[config.mk]
export PLATFORM = sky130hd
export DESIGN_NAME = wb_port_arbiter
export DESIGN_NICKNAME = d
export VERILOG_FILES = /design/src/rtl/sdram_ctrl_pkg.sv /design/src/rtl/rr_arbiter.sv /design/src/rtl/wb_port_arbiter.sv
export SDC_FILE = /design/constraint.sdc
export NUM_CORES = 1
export LEC_CHECK = 0
export ABC_AREA = 1
export CAP_MARGIN = 20
export CELL_PAD_IN_SITES_DETAIL_PLACEMENT = 1
export CELL_PAD_IN_SITES_GLOBAL_PLACEMENT = 2
export CORE_UTILIZATION = 18
export DETAILED_ROUTE_END_ITERATION = 7
export GPL_TIMING_DRIVEN = 0
export HOLD_SLACK_MARGIN = 0.1
export PLACE_DENSITY = 0.91
export RECOVER_POWER = 50
export SLEW_MARGIN = 30
export SYNTH_ARGS = -nofsm -noshare
export SYNTH_HDL_FRONTEND = slang
export SYNTH_SLANG_ARGS = --single-unit
[constraint.sdc]
create_clock -name sdram_clk -period 1.53 [get_ports sdram_clk]
set_input_delay 0.2295 -clock sdram_clk [delete_from_list [all_inputs] [get_ports sdram_clk]]
set_output_delay 0.2295 -clock sdram_clk [all_outputs]
set_load 0.01 [all_outputs]
[src/rtl/sdram_ctrl_pkg.sv]
// Shared types for the SDRAM controller front end: arbiter states and the
// per-port command payload muxed onto the controller interface.
package sdram_ctrl_pkg;

   localparam int unsigned ADR_W = 32;
   localparam int unsigned DAT_W = 16;
   localparam int unsigned SEL_W = 2;

   typedef enum logic [1:0] {
      IDLE  = 2'd0,
      GRANT = 2'd1,
      HOLD  = 2'd2
   } arb_state_e;

   typedef struct packed {
      logic [ADR_W-1:0] adr;
      logic [DAT_W-1:0] dat;
      logic [SEL_W-1:0] sel;
      logic             we;
   } port_cmd_t;

endpackage

[src/rtl/rr_arbiter.sv]
// Combinational round-robin pick: first requester at or after ptr, modulo N.
module rr_arbiter #(
   parameter int unsigned N     = 2,
   parameter int unsigned IDX_W = 1
) (
   input  logic [N-1:0]     req,
   input  logic [IDX_W-1:0] ptr,
   output logic [N-1:0]     gnt_c,
   output logic             valid_c
);

   int unsigned idx;

   always_comb begin
      gnt_c   = '0;
      valid_c = 1'b0;
      idx     = 0;
      for (int unsigned i = 0; i < N; i++) begin
         idx = (int'(ptr) + i) % N;
         if (!valid_c && req[idx]) begin
            gnt_c[idx] = 1'b1;
            valid_c    = 1'b1;
         end
      end
   end

endmodule

[src/rtl/wb_port_arbiter.sv]
// Round-robin arbiter from N wb_port clients onto one SDRAM controller, with
// write reassembly broadcast on bufw_* to keep other ports' buffers coherent.
module wb_port_arbiter
   import sdram_ctrl_pkg::*;
#(
   parameter int unsigned WB_PORTS    = 2,
   parameter int unsigned HOLD_CYCLES = 4
) (
   input  logic                   sdram_clk,
   input  logic                   sdram_rst_n,
   input  logic [32*WB_PORTS-1:0] port_adr_i,
   input  logic [16*WB_PORTS-1:0] port_dat_i,
   input  logic [2*WB_PORTS-1:0]  port_sel_i,
   input  logic [WB_PORTS-1:0]    port_acc_i,
   input  logic [WB_PORTS-1:0]    port_we_i,
   output logic [WB_PORTS-1:0]    port_ack_o,
   output logic [31:0]            port_adr_o,
   output logic [15:0]            port_dat_o,
   output logic [31:0]            adr_o,
   output logic [15:0]            dat_o,
   output logic [1:0]             sel_o,
   output logic                   acc_o,
   output logic                   we_o,
   input  logic [31:0]            adr_i,
   input  logic [15:0]            dat_i,
   input  logic                   ack_i,
   output logic [31:0]            bufw_adr_o,
   output logic [31:0]            bufw_dat_o,
   output logic [3:0]             bufw_sel_o,
   output logic                   bufw_we_o
);

   localparam int unsigned IDX_W = (WB_PORTS > 1) ? $clog2(WB_PORTS) : 1;
   localparam int unsigned CNT_W = (HOLD_CYCLES > 1) ? $clog2(HOLD_CYCLES) : 1;

   arb_state_e       state_q, state_d;
   logic [IDX_W-1:0] grant_q, grant_d;
   logic             grant_valid_q, grant_valid_d;
   logic [IDX_W-1:0] rr_ptr_q, rr_ptr_d;
   logic [CNT_W-1:0] hold_cnt_q, hold_cnt_d;

   logic [WB_PORTS-1:0] arb_gnt;
   logic                arb_valid;
   logic [IDX_W-1:0]    arb_idx;

   port_cmd_t cmd [WB_PORTS];
   port_cmd_t cmd_sel;
   logic      gacc;
   logic      wr_beat;
   logic      wr_ack;

   logic [15:0] up_dat_q;
   logic [1:0]  up_sel_q;

   rr_arbiter #(
      .N     (WB_PORTS),
      .IDX_W (IDX_W)
   ) u_rr (
      .req     (port_acc_i),
      .ptr     (rr_ptr_q),
      .gnt_c   (arb_gnt),
      .valid_c (arb_valid)
   );

   // One-hot grant to index
   always_comb begin
      arb_idx = '0;
      for (int unsigned i = 0; i < WB_PORTS; i++) begin
         if (arb_gnt[i]) arb_idx = IDX_W'(i);
      end
   end

   always_comb begin
      for (int unsigned p = 0; p < WB_PORTS; p++) begin
         cmd[p].adr = port_adr_i[32*p +: 32];
         cmd[p].dat = port_dat_i[16*p +: 16];
         cmd[p].sel = port_sel_i[2*p +: 2];
         cmd[p].we  = port_we_i[p];
      end
   end

   assign cmd_sel = grant_valid_q ? cmd[grant_q] : '0;
   assign gacc    = port_acc_i[grant_q];

   assign adr_o = cmd_sel.adr;
   assign dat_o = cmd_sel.dat;
   assign sel_o = cmd_sel.sel;
   assign we_o  = cmd_sel.we;
   assign acc_o = grant_valid_q && (state_q == GRANT) && gacc;

   assign port_adr_o = adr_i;
   assign port_dat_o = dat_i;

   // An ack with acc_o low belongs to nobody and is dropped
   always_comb begin
      port_ack_o = '0;
      if (acc_o && ack_i) port_ack_o[grant_q] = 1'b1;
   end

   assign wr_beat = acc_o && we_o && !ack_i;
   assign wr_ack  = acc_o && we_o && ack_i;

   always_ff @(posedge sdram_clk or negedge sdram_rst_n) begin
      if (!sdram_rst_n) begin
         state_q       <= IDLE;
         grant_q       <= '0;
         grant_valid_q <= 1'b0;
         rr_ptr_q      <= '0;
         hold_cnt_q    <= '0;
      end else begin
         state_q       <= state_d;
         grant_q       <= grant_d;
         grant_valid_q <= grant_valid_d;
         rr_ptr_q      <= rr_ptr_d;
         hold_cnt_q    <= hold_cnt_d;
      end
   end

   // HOLD keeps the grant across the gap between the two bursts of a refill
   always_comb begin
      state_d       = state_q;
      grant_d       = grant_q;
      grant_valid_d = grant_valid_q;
      rr_ptr_d      = rr_ptr_q;
      hold_cnt_d    = hold_cnt_q;
      unique case (state_q)
         IDLE: begin
            if (arb_valid) begin
               grant_d       = arb_idx;
               grant_valid_d = 1'b1;
               state_d       = GRANT;
            end
         end
         GRANT: begin
            if (!gacc) begin
               state_d    = HOLD;
               hold_cnt_d = CNT_W'(HOLD_CYCLES - 1);
            end
         end
         HOLD: begin
            if (gacc) begin
               state_d = GRANT;
            end else if (hold_cnt_q == '0) begin
               rr_ptr_d      = (grant_q == IDX_W'(WB_PORTS - 1)) ? '0 : grant_q + IDX_W'(1);
               grant_valid_d = 1'b0;
               state_d       = IDLE;
            end else begin
               hold_cnt_d = hold_cnt_q - CNT_W'(1);
            end
         end
         default: state_d = IDLE;
      endcase
   end

   // Upper halfword is held until the acked lower beat completes the word
   always_ff @(posedge sdram_clk or negedge sdram_rst_n) begin
      if (!sdram_rst_n) begin
         up_dat_q   <= '0;
         up_sel_q   <= '0;
         bufw_adr_o <= '0;
         bufw_dat_o <= '0;
         bufw_sel_o <= '0;
         bufw_we_o  <= 1'b0;
      end else begin
         bufw_we_o <= wr_ack;
         if (wr_beat) begin
            up_dat_q <= dat_o;
            up_sel_q <= sel_o;
         end
         if (wr_ack) begin
            bufw_adr_o <= {adr_o[31:2], 2'b00};
            bufw_dat_o <= {up_dat_q, dat_o};
            bufw_sel_o <= {up_sel_q, sel_o};
         end
      end
   end

endmodule

Word level (Yosys, flattened, before mapping). Cells that the tools add are included.

Add/sub/neg operators: 3. $lt $le $gt $ge: 7. Equality and inequality tests: 8. Multiplexer cells: 36. Bitwise logic cells: 3. Reductions and logical operators: 21.

Operators with widths (number): $mux W51 (4); $mux W2 (10); $mux W1 (16); $logic_and A1 B1 Y1 (10); $ne A2 B2 Y1 const B (5); $reduce_and A4 Y1 (2); $lt A1 B2 Y1 const B (3); $pmux W2 S3 (1); $reduce_and A3 Y1 (2); $logic_not A2 Y1 (2); $pmux W2 S2 (1); $reduce_bool A2 Y1 (2); $demux W1 S1 (3); $ge A1 B1 Y1 const B (3); $ne A3 B3 Y1 const B (1); $add A1 B1 Y1 const B (2); $eq A2 B1 Y1 const B (1); $eq A2 B2 Y1 const B (1); $ge A2 B2 Y1 const B (1); $logic_not A1 Y1 (2); $not A1 Y2 (1); $or A2 B2 Y2 (1); $pmux W1 S2 (1); $reduce_and A2 Y1 (1); other kinds (2) (2).

Bits in registers: 92. Input bits: 155. Output and inout bits: 171.

Depth between registers and ports, before layout. Gate-level depths: netlist of the first run.

Word-level depth: 8. Gate-level depth with buffers: 9. Depth with buffers taken out: 7.

Hierarchy. From an unflattened synthesis of the first run, not the netlist that was laid out.

Cell total of the unflattened synthesis: 657. Area total of the unflattened synthesis: 4997.3 um^2.

By module, submodules not included: wb_port_arbiter (times used 1, cells an instance 651, area an instance 4972.3 um^2); rr_arbiter (times used 1, cells an instance 6, area an instance 25.0 um^2).

Worst setup path before layout of the first run. No wires, ideal clock.

Kind: flip-flop to output port. Start point: reg grant_valid_q. End point: out port_ack_o[0]. Arrival time: 1.190 ns. Data required time: 1.300 ns. Slack: 0.110 ns. Cell stages (with the launch flop): 6. Cell sequence: dfrtp_1 > buf_1 > inv_1 > nor2_1 > nand2_1 > nor2_1.

Longest elaborated chain between the ends: 4.

RTL lines: start: declaration (line wb_port_arbiter.sv:38) `logic grant_valid_q, grant_valid_d;`; start signal: assignment (line wb_port_arbiter.sv:113) `grant_valid_q <= grant_valid_d;`; $logic_and A1 B1 Y1 (2 in a row) (line wb_port_arbiter.sv:89) `assign acc_o = grant_valid_q && (state_q == GRANT) && gacc;`; named net acc_o (line wb_port_arbiter.sv:22) `output logic acc_o,`; $logic_and A1 B1 Y1 (line wb_port_arbiter.sv:97) `if (acc_o && ack_i) port_ack_o[grant_q] = 1'b1;`; $mux W2 (line wb_port_arbiter.sv:97); end: declaration (line wb_port_arbiter.sv:16) `output logic [WB_PORTS-1:0] port_ack_o,`.

The timed path passes the listed nets, and every way through them passes these cells.

Worst setup path after layout of the first run.
Start point: reg grant_q. End point: out adr_o[5].

Longest elaborated chain between the ends: 5.

RTL lines: start: declaration (line wb_port_arbiter.sv:37) `logic [IDX_W-1:0] grant_q, grant_d;`; start signal: assignment (line wb_port_arbiter.sv:112) `grant_q <= grant_d;`; $not A1 Y2 (not written as such) (line wb_port_arbiter.sv:82) `assign cmd_sel = grant_valid_q ? cmd[grant_q] : '0;`; $mux W51 (not written as such) (3 in a row) (line wb_port_arbiter.sv:82); $mux W51 (line wb_port_arbiter.sv:82); end: declaration (line wb_port_arbiter.sv:19) `output logic [31:0] adr_o,`.

No other way between the ends. The select of a mux whose other input is x is not followed.

==> results.txt, run 1 <==
The maximum root-to-sink buffer count came out at 2. The total clock sinks came out at 92. The library cell used most frequently in the layout, excluding fill and tap cells, is sky130_fd_sc_hd__clkdlybuf4s50_1. In this run the most critical hold path is launched from ack_i. The library cells used most frequently in the layout, excluding fill and tap cells, are sky130_fd_sc_hd__clkdlybuf4s50_1 (130), sky130_fd_sc_hd__buf_4 (120), sky130_fd_sc_hd__dfrtp_1 (90), sky130_fd_sc_hd__nand2_2 (78), sky130_fd_sc_hd__nand2_1 (68). The via count of the first global-routing pass is 6381.

The clock tree root driver cell is sky130_fd_sc_hd__clkbuf_16. TritonCTS built the clock tree. Routability-driven placement finished with a final weighted congestion of 0.778. The combined flip-flop and latch cell area is 2300 µm². Wire segments on met3 add up to 1.16 mm in the final route.

The worst path in the final design needs a cycle of 1.92 ns, including I/O delays and setup. After clock tree synthesis, the clock-pin slew on the worst setup and hold paths is 0.07 ns. The flow ran to the end, but the final reports show violations. The number of synthesized register bits came out at 92. The slew at the pin closest to its max-slew limit is 0.863 ns. The total DRC errors in the routed layout came out at 0.

STA classifies the critical path startpoint as a flop. The count of distinct cell types in the synthesized netlist is 22. Once routing completed, OpenROAD measured the worst setup slack at -0.386 ns. The hold violation count in the final report came out at 0.

The first-pass GRT wire length came out at 36.2 mm. The count of placed standard cells including taps is 1258. The die covers 27900 µm². The highest clock frequency the design can meet is 0.522 GHz.

After the first detailed-routing iteration, the DRC count stood at 175. The average size of a mapped cell came out at 7.64 µm². The highest layer touched by signal routing is met4. The nature of the critical path endpoint is an output port. The finished layout holds 1397 standard cells, fillers aside. The post-route fraction of the period consumed by the critical path is 125%.

Setup repair after global routing could not meet its margin everywhere. The number of input and output port buffers inserted is 274. The iteration count of the initial detailed-routing pass is 4. The number of antenna violations at the first check in global routing is 1. The worst slack at placement came out at -1.11 ns.

The I/O pin count is 326. In the post-synthesis netlist, the biggest area contributors are sky130_fd_sc_hd__dfrtp_1 (47%), sky130_fd_sc_hd__nand2_1 (14%), sky130_fd_sc_hd__nand3_1 (9.1%). The final reports fail on setup timing. The starting density of the core is 18.3%. In this run the static leakage power is 0.00582 µW.

The total met2 wirelength after detailed routing came out at 13.9 mm. The synthesis warning total is 0. The detail route stage leaves a number of antenna-violating nets equal to 0.

The worst-path maximum fanout came out at 5. The synthesized netlist occupies a cell area of 4900 µm². The clock reaches the later pin of the worst-skew pair after 0.36 ns. The synthesis-to-layout area growth came out at 131%. The combined area of the multi-input logic cells is 3120 µm². The synthesized design spends more area on one cell type than any other, namely sky130_fd_sc_hd__dfrtp_1. The critical path starts at grant_q. The average via count per standard cell is 4.30. Setup violations remaining at the end of the flow were counted as 139. The count of max-cap constraint violations came out at 0. Entering global routing, the biggest net connects 62 pins. After detailed routing, the total wire length is 25.7 mm. STA puts the critical path data required time at 1.30 ns. The worst hold path belongs to the class in2reg. The relative slew slack is 42.5%. STA puts the critical path data arrival time at 1.69 ns.

In this run the horizontal extent of the chip is 167 µm. Overall power consumption after layout is estimated at 19700 µW. The fill cell instance count of the final layout came out at 2981. The total CTS buffers is 9. For this block, wires on met1 add up to 10.1 mm.

The power per cell area is 1740 nW/µm². The final net count is 1206. The worst ir drop on vdd came out at 622 µV. For the final routed database, the setup TNS stands at -41.72 ns. The core footprint is 26800 µm². From bottom edge to top edge, the die measures 167 µm. The number of H-tree branching levels came out at 3.

The number of max-slew violations in the final report was 0. The proportion of layout cells with a drive suffix above 1 came out at 51.9%. The critical path start-end classification is reg2out.

The sequential-to-total area share from yosys stat is 47.0%. The leftover overflow at the end of global routing came out at 0. The HPWL after detailed placement is 16.2 mm. Synthesis produced 641 cells. On the final layout, the worst clock skew is 0.00669 ns. The global-route usage over all layers came out at 17.2%.

The floorplan has 60 rows. After detailed routing, the average wire length per cell comes to 18.4 µm. The total vias in the final route came out at 6003.

In this run the biggest area consumer among cell types represents 47.0% of the synthesized area. The startpoint of the worst-slack reg-to-reg timing path is grant_q.
[flip-flops by register name, indices dropped and copies added (netlist names)]
register       flops
bufw_adr_o        30
bufw_dat_o        32
bufw_sel_o         4
bufw_we_o          1
grant_q            1
grant_valid_q      1
hold_cnt_q         2
rr_ptr_q           1
state_q            2
up_dat_q          16
up_sel_q           2
[power breakdown]
group          internal [µW]  total, µW  switching (µW)
Sequential              3470       4330             855
Combinational           6810      13100            6260
Clock                   1160       2290            1130
Total                  11400      19700            8250
[critical path: stages, from the launching register on]
cell and delay (ns):
sky130_fd_sc_hd__dfrtp_2 0.49, sky130_fd_sc_hd__clkbuf_16 0.20, sky130_fd_sc_hd__buf_8 0.13, sky130_fd_sc_hd__clkbuf_16 0.16, sky130_fd_sc_hd__o21ai_4 0.17, sky130_fd_sc_hd__nor2_4 0.06
sky130_fd_sc_hd__buf_6 0.12
[through the flow]
step | utilization (%) | area [µm²] | hold WS [ns]
floorplan | - | 4900 | -0.0661
global route | 42.2 | 11300 | 0.465
global placement | 30.1 | 8070 | 0.453
CTS | 37.9 | 10200 | 0.315
finish | 42.2 | 11300 | 0.414
detailed placement | 30.2 | 8100 | 0.132
[Yosys cell counts]
| cell | instances |
|---|---|
| sky130_fd_sc_hd__buf_1 | 2 |
| sky130_fd_sc_hd__buf_2 | 9 |
| sky130_fd_sc_hd__nand3b_1 | 1 |
| sky130_fd_sc_hd__dfrtp_1 | 92 |
| sky130_fd_sc_hd__nand2_4 | 1 |
| sky130_fd_sc_hd__inv_2 | 5 |
| sky130_fd_sc_hd__nor2_4 | 1 |
| sky130_fd_sc_hd__conb_1 | 1 |
| sky130_fd_sc_hd__nand3_2 | 3 |
| sky130_fd_sc_hd__buf_4 | 50 |
| sky130_fd_sc_hd__buf_6 | 12 |
| sky130_fd_sc_hd__clkbuf_2 | 2 |
| sky130_fd_sc_hd__nand3_1 | 89 |
| sky130_fd_sc_hd__inv_1 | 8 |
| sky130_fd_sc_hd__o21ai_0 | 54 |
| sky130_fd_sc_hd__ha_1 | 1 |
| sky130_fd_sc_hd__clkbuf_1 | 17 |
| sky130_fd_sc_hd__a21boi_0 | 1 |
| sky130_fd_sc_hd__nand2_2 | 3 |
| sky130_fd_sc_hd__nor2_2 | 3 |
| sky130_fd_sc_hd__nand2_1 | 181 |
| sky130_fd_sc_hd__nor2_1 | 105 |
[cell families (layout without fill, tap and decap cells)]
logic type,count (synthesis),after routing,synth area share (%)
adder cells (fa/ha/maj),1,1,0.255
other,1,3,0.0766
AND/OR/NAND/NOR,387,387,33.0
AO/OA/AOI/OAI,55,55,5.67
flip-flops,92,92,47.0
buffers and inverters,105,518,14.0
[final timing paths]
path	to	slack, ns	cells past startpoint
max	adr_o[5]	-0.39	6
min	up_dat_q[2]	0.41	4
max reg2reg	bufw_dat_o[5]	-0.36	10
min reg2reg	up_dat_q[11]	0.48	2
max in group asynchronous	grant_valid_q	0.16	3
min in group asynchronous	bufw_adr_o[4]	0.50	2
[metal layers]
layer  vias to the layer above  global-route usage (%)
li1                       2827                       -
met1                      2950                    19.6
met2                       194                    31.7
met3                        32                    3.78
met4                         0                    5.27
met5                         -                       0
[final cells by class]
class / count / share of cell area [%]
buffer: 91 / 8.48
clock buffer: 9 / 1.99
multi-input combinational: 445 / 27.6
tap: 341 / 3.77
timing repair buffer: 398 / 36.6
clock inverter: 7 / 0.664
antenna: 1 / 0.0221
sequential: 92 / 20.4
inverter: 13 / 0.498
[repair_timing]
action | in CTS | in global routing
hold buffers | 1 | 0
setup buffers | 79 | 32
cloned | 17 | 7
pin swaps | 95 | 104
gates resized for setup | 525 | 283
hold endpoints to repair | 31 | 0
setup endpoints to repair | 147 | 194
(Power assumes the default switching activity.)
==> run 2: changes to the inputs <==
TNS_END_PERCENT = 100   (was unset)
==> results of run 2 <==
Final layout, timing and power as in run 1 (identical DEF).
==> run 3: changes to the inputs <==
GPL_ROUTABILITY_DRIVEN = 0   (was unset)
==> results of run 3 <==
Final layout, timing and power as in run 1 (identical DEF).
